`src/rtl/pipe_ctrl.sv`:
```
// pipe_ctrl: stall merge and exception flush sequencer.
// Optional stall watchdog enabled by defining STALL_WDT_EN.
module pipe_ctrl #(
  parameter logic [31:0] EXC_BASE      = 32'h00000020,
  parameter int unsigned DRAIN_CYCLES  = 2,
  parameter int unsigned STALL_TIMEOUT = 255
) (
  input  logic        clk,
  input  logic        rst,
  input  logic        stallreq_from_if,
  input  logic        stallreq_from_id,
  input  logic        stallreq_from_ex,
  input  logic        stallreq_from_mem,
  input  logic [31:0] excepttype_i,
  input  logic [31:0] cp0_epc_i,
  output logic [5:0]  stall,
  output logic        flush,
  output logic [31:0] new_pc,
  output logic        stall_timeout_o
);

  typedef enum logic [1:0] {
    IDLE,
    FLUSH,
    DRAIN
  } state_t;

  localparam logic [31:0] ERET = 32'h0000000e;
  localparam logic [3:0] DRAIN_LD =
    (DRAIN_CYCLES > 0) ? 4'(DRAIN_CYCLES - 1) : 4'd0;

  state_t     state;
  logic [3:0] cnt;
  logic       exc;

  assign exc = |excepttype_i;

  // Stall vector: freeze all on exception, idle in flush, else priority merge
  always_comb begin
    stall = 6'b000000;
    if (!rst) begin
      stall = 6'b000000;
    end else if (state == IDLE && exc) begin
      stall = 6'b111111;
    end else if (state != FLUSH) begin
      if (stallreq_from_mem)     stall = 6'b011111;
      else if (stallreq_from_ex) stall = 6'b001111;
      else if (stallreq_from_id) stall = 6'b000111;
      else if (stallreq_from_if) stall = 6'b000011;
      else                       stall = 6'b000000;
    end
  end

  // Exception sequencer: detect, one-cycle flush, drain window
  always_ff @(posedge clk or negedge rst) begin
    if (!rst) begin
      state  <= IDLE;
      flush  <= 1'b0;
      new_pc <= 32'h0;
      cnt    <= 4'd0;
    end else begin
      unique case (state)
        IDLE: begin
          if (exc) begin
            state  <= FLUSH;
            flush  <= 1'b1;
            new_pc <= (excepttype_i == ERET) ? cp0_epc_i : EXC_BASE;
          end
        end
        FLUSH: begin
          flush <= 1'b0;
          if (DRAIN_CYCLES > 0) begin
            state <= DRAIN;
            cnt   <= DRAIN_LD;
          end else begin
            state <= IDLE;
          end
        end
        DRAIN: begin
          if (cnt == 4'd0) state <= IDLE;
          else             cnt   <= cnt - 4'd1;
        end
        default: begin
          state <= IDLE;
          flush <= 1'b0;
        end
      endcase
    end
  end

`ifdef STALL_WDT_EN
  localparam int WW =
    ($clog2(STALL_TIMEOUT + 1) < 8) ? 8 : $clog2(STALL_TIMEOUT + 1);
  localparam logic [WW-1:0] TO = WW'(STALL_TIMEOUT);

  logic [WW-1:0] wcnt;
  logic          wflag;

  // Watchdog: count consecutive stalled cycles, sticky flag at timeout
  always_ff @(posedge clk or negedge rst) begin
    if (!rst) begin
      wcnt  <= '0;
      wflag <= 1'b0;
    end else if (state == FLUSH || stall == 6'b000000) begin
      wcnt <= '0;
    end else begin
      if (wcnt != TO) wcnt <= wcnt + WW'(1);
      if (wcnt >= TO - WW'(1)) wflag <= 1'b1;
    end
  end

  assign stall_timeout_o = wflag;
`else
  assign stall_timeout_o = 1'b0;
`endif

endmodule

```
`config.mk`:
```
export PLATFORM = sky130hd
export DESIGN_NAME = pipe_ctrl
export DESIGN_NICKNAME = d
export VERILOG_FILES = /design/src/rtl/pipe_ctrl.sv
export SDC_FILE = /design/constraint.sdc
export NUM_CORES = 1
export LEC_CHECK = 0
export ABC_CLOCK_PERIOD_IN_PS = 5600
export CELL_PAD_IN_SITES_DETAIL_PLACEMENT = 2
export CELL_PAD_IN_SITES_GLOBAL_PLACEMENT = 2
export CORE_UTILIZATION = 22
export DETAILED_ROUTE_END_ITERATION = 10
export GPL_TIMING_DRIVEN = 0
export PLACE_DENSITY = 0.95
export SLEW_MARGIN = 40
export SYNTH_ARGS = -nofsm -noshare
export SYNTH_HDL_FRONTEND = slang
export SYNTH_SLANG_ARGS = --single-unit
```
`constraint.sdc`:
```
create_clock -name clk -period 5.6 [get_ports clk]
set_clock_uncertainty 0.05 [all_clocks]
set_input_delay 1.12 -clock clk [delete_from_list [all_inputs] [get_ports clk]]
set_output_delay 1.12 -clock clk [all_outputs]
set_load 0.03 [all_outputs]
```
# Word-level counts from Yosys, hierarchy flattened
# Index checks and enable logic that the tools add are counted.
# W data, S select, Z words.
[totals]
register_bits = 39
in_bits = 70
out_inout_bits = 40
wordCells = 37
[classes]
n_addsub = 1
eq_ne = 7
n_mux = 15
bitwise = 1
n_reduce_logical = 9
[ops]
columns = ["op", "n"]
rows = [
  ["$eq A32 B4 Y1 const B", 1],
  ["$mux W32", 1],
  ["$reduce_or A32 Y1", 1],
  ["$mux W6", 2],
  ["$mux W5", 2],
  ["$mux W4", 2],
  ["$pmux W4 S2", 1],
  ["$reduce_and A2 Y1", 4],
  ["$mux W2", 3],
  ["$ne A2 B2 Y1 const B", 3],
  ["$pmux W2 S3", 1],
  ["$logic_not A4 Y1", 1],
  ["$sub A4 B1 Y4 const B", 1],
  ["$mux W3", 1],
  ["$eq A2 B1 Y1 const B", 1],
  ["$eq A2 B2 Y1 const B", 1],
  ["$logic_not A2 Y1", 1],
  ["$ne A2 B1 Y1 const B", 1],
  ["$pmux W1 S2", 1],
  ["$reduce_bool A2 Y1", 1],
  ["$logic_and A1 B1 Y1", 1],
  ["$mux W1", 1],
  ["$not A1 Y1", 1],
]

# Longest topological paths before layout
[logic_depth]
depth_word = 7
mapped_depth = 6
mapped_depth_nobuf = 6

# Worst setup path before layout
# Ideal clock, no wire load.
[synth_path]
kind = "input port to output port"
startpoint = "in excepttype_i[21]"
endpoint = "out stall[1]"
arrival_time_ns = 2.676
required_time_ns = 4.430
setup_slack_ns = 1.754
path_stages = 5
n_path_buf = 1
cell_sequence = "nor4_1 > nand4_1 > o31ai_1 > a31oi_1 > buf_4"
[synth_between]
elab_chain_cells = 4
[synth_rtl]
columns = ["item", "line_no", "source"]
rows = [
  ["start, declared", "14", "input logic [31:0] excepttype_i,"],
  ["$reduce_or A32 Y1", "36", "assign exc = |excepttype_i;"],
  ["$logic_and A1 B1 Y1", "43", "end else if (state == IDLE && exc) begin"],
  ["$mux W6", "43", ""],
  ["$mux W6", "41", "if (!rst) begin"],
  ["end, declared", "16", "output logic [5:0] stall,"],
]
# Every way passes these cells.

# Worst setup path in the final report
[layout_path]
startpoint = "in excepttype_i[25]"
endpoint = "out stall[1]"
# Same word-level chain as after synthesis.

==> impl_metrics.toml <==
[run_status]
outcome = "finished, final reports clean"

[critical_path]
reg2reg_from = "state[1]"
r2r_cells = 5
cp_data_required_time_ns = 4.43
cp-end-kind = "output port"
reg2reg_to = "new_pc[29]"
crit_type = "input pin to output port"
ff2ff_setup_slack_ns = 3.71
crit_arrival_ns = 3.71
critical_path_peak_fanout = 4
critPathLaunch = "excepttype_i[25]"
start_kind = "input pin"

[grt]
grt_max_degree = 42
grt-ovfl-total = 0
antenna_found_initial = 0
grt_pass1_wl_mm = 9.56
grt_pass1_vias = 1826
grt.total_usage = 0.158

[synthesis]
ys_types = 31
yosys.area.top_type = "dfrtp_1"
seq_area_frac_synth = 0.582
yosys_register_bits = 39
syn_area_per_cell_um2 = 12.2
synth_top_area_frac = 0.582
async_flop_share = 1.00
netlist_area_um2 = 1680
synth.yosys.warnings = 0
synth_edf_count = 0
synth_most_common_cell = "dfrtp_1"
synth_nets = 209
ys.flop_type = "dfrtp_1"
synth_top_cells_by_area = "dfrtp_1 (58%), a22o_1 (17%), nor4_2 (2.2%)"
synthCells = 138
synth_top_cells_by_count = "dfrtp_1 (39), a22o_1 (32), inv_1 (9)"

[sta]
finalHoldViolations = 0
fin_hold_ws_ns = 0.457
rsz0062_at_grt = "false"
setup_viol = 0
fmax_mhz = 205
relSlewSlack = 0.639
period_needed_ns = 4.88
final.period_utilization = 0.871
slew_viol_final = 0
setup_tns_ns = 0
worst_slack_ns = 0.722
worstMarginPinSlew_ns = 0.542

[floorplanning]
rows = 31
die_h_um = 89.3
dieArea_um2 = 7980
core_um2 = 7330
initial_core_util = 0.229
io_pins = 110
die_x_um = 89.3

[clocking]
cts_buffers = 5
htreeDepth = 2
ctsHoldBuffers = 0
path_clk_slew_ns = 0.08
worstSkewPairLatency_ns = 0.28
cts_root_buffer = "clkbuf_8"
cts_sinks = 39
cts_tree = "done"
post_cts_resized = 0
postCtsSetupRepairBufs = 0
clockBufferDepth = 2

[placement]
dp_slack_ns = 0.728
dp_hpwl_mm = 4.79
port_buffers = 108
place_area_um2 = 2880
gp_congestion = 0.735
place_inst = 345

[cells_and_area]
antenna_cells = 0
area_delta_synth_final_pct = 78.4
drive_gt1_frac = 0.0945
fin_area_um2 = 2990
layout.nets = 324
finalNonFillerCells = 353

[routing]
via_per_inst = 4.55
drt_first_pass_iters = 2
vias = 1605
drt_iter0_drc = 29
ant_nets = 0
wl_mm = 5.86
drc = 0
wl_per_cell_um = 16.6

[run]
max_cap_violations = 0

[power_and_ir_drop]
vdd_drop_max_mv = 0.111
p_leak_uw = 0.00129
p_per_area_nw_per_um2 = 229

[min_path]
min_path_cells = 1
hold-path-endpoint = "new_pc[25]"
hp-class = "flop to flop"
hold_start = "new_pc[25]"
how the worst max path moves through the flow:
stage	to	cells past startpoint
after global placement	stall[1]	5
after CTS	stall[5]	7
final	stall[1]	7
after detailed placement	stall[5]	7
after floorplan	stall[1]	5
after global routing	stall[5]	7
flip-flops by register name, summed over array words and instances (netlist names):
| register | cells |
|---|---|
| flush | 1 |
| cnt | 4 |
| new_pc | 32 |
| state | 2 |
placed cells by master (no fill, tap or decap), types with 4 or more instances in the layout:
cell type        instances
clkdlybuf4s50_1        107
dfrtp_1                 39
a22o_1                  32
inv_1                    9
a21oi_1                  7
nand2_1                  6
clkbuf_8                 5
nor2_1                   4
nor4_1                   4
nor3_1                   4
critical path: stages:
cell             delay [ns]
clkdlybuf4s50_1        0.41
nor4_1                 0.35
nand4_1                0.31
o31ai_1                0.56
a31oi_1                0.19
buf_4                  0.16
clkdlybuf4s50_1        0.60
per-stage QoR:
step	total power, uW	utilization
floorplan	370	-
global placement	448	0.393
detailed placement	458	0.393
CTS	696	0.408
global route	720	0.408
finish	685	0.408
power by group:
group | switching (uW) | internal, uW | total, uW
Clock | 101 | 133 | 233
Sequential | 11.8 | 291 | 303
Combinational | 70.1 | 78.6 | 149
metal layers:
layer | vias up | wire length, um | track usage
met1 | 803 | 2250 | 0.182
met2 | 52 | 3200 | 0.288
met4 | 0 | 57 | 0.0303
met5 | - | 0 | 0
li1 | 744 | - | -
met3 | 6 | 353 | 0.0508
cells by family after synthesis:
| family | count (synthesis) | share of synthesized area |
|---|---|---|
| other | 1 | 0.00223 |
| buffers and inverters | 19 | 0.0626 |
| and+or+nand+nor | 29 | 0.108 |
| adders and majority gates | 1 | 0.00746 |
| DFF | 39 | 0.582 |
| AOI/OAI and AO/OA | 49 | 0.238 |
area by class of cell:
| type | instances | area, um^2 |
|---|---|---|
| Tap cell | 99 | 124 |
| Timing Repair Buffer | 108 | 1080 |
| Fill cell | 793 | 4340 |
| Clock buffer | 5 | 68.8 |
| Inverter | 10 | 37.5 |
| Sequential cell | 39 | 976 |
| Clock inverter | 3 | 43.8 |
| Multi-Input combinational cell | 80 | 597 |
| Buffer | 9 | 67.6 |
Note: power is estimated with default switching activity, not from simulation.
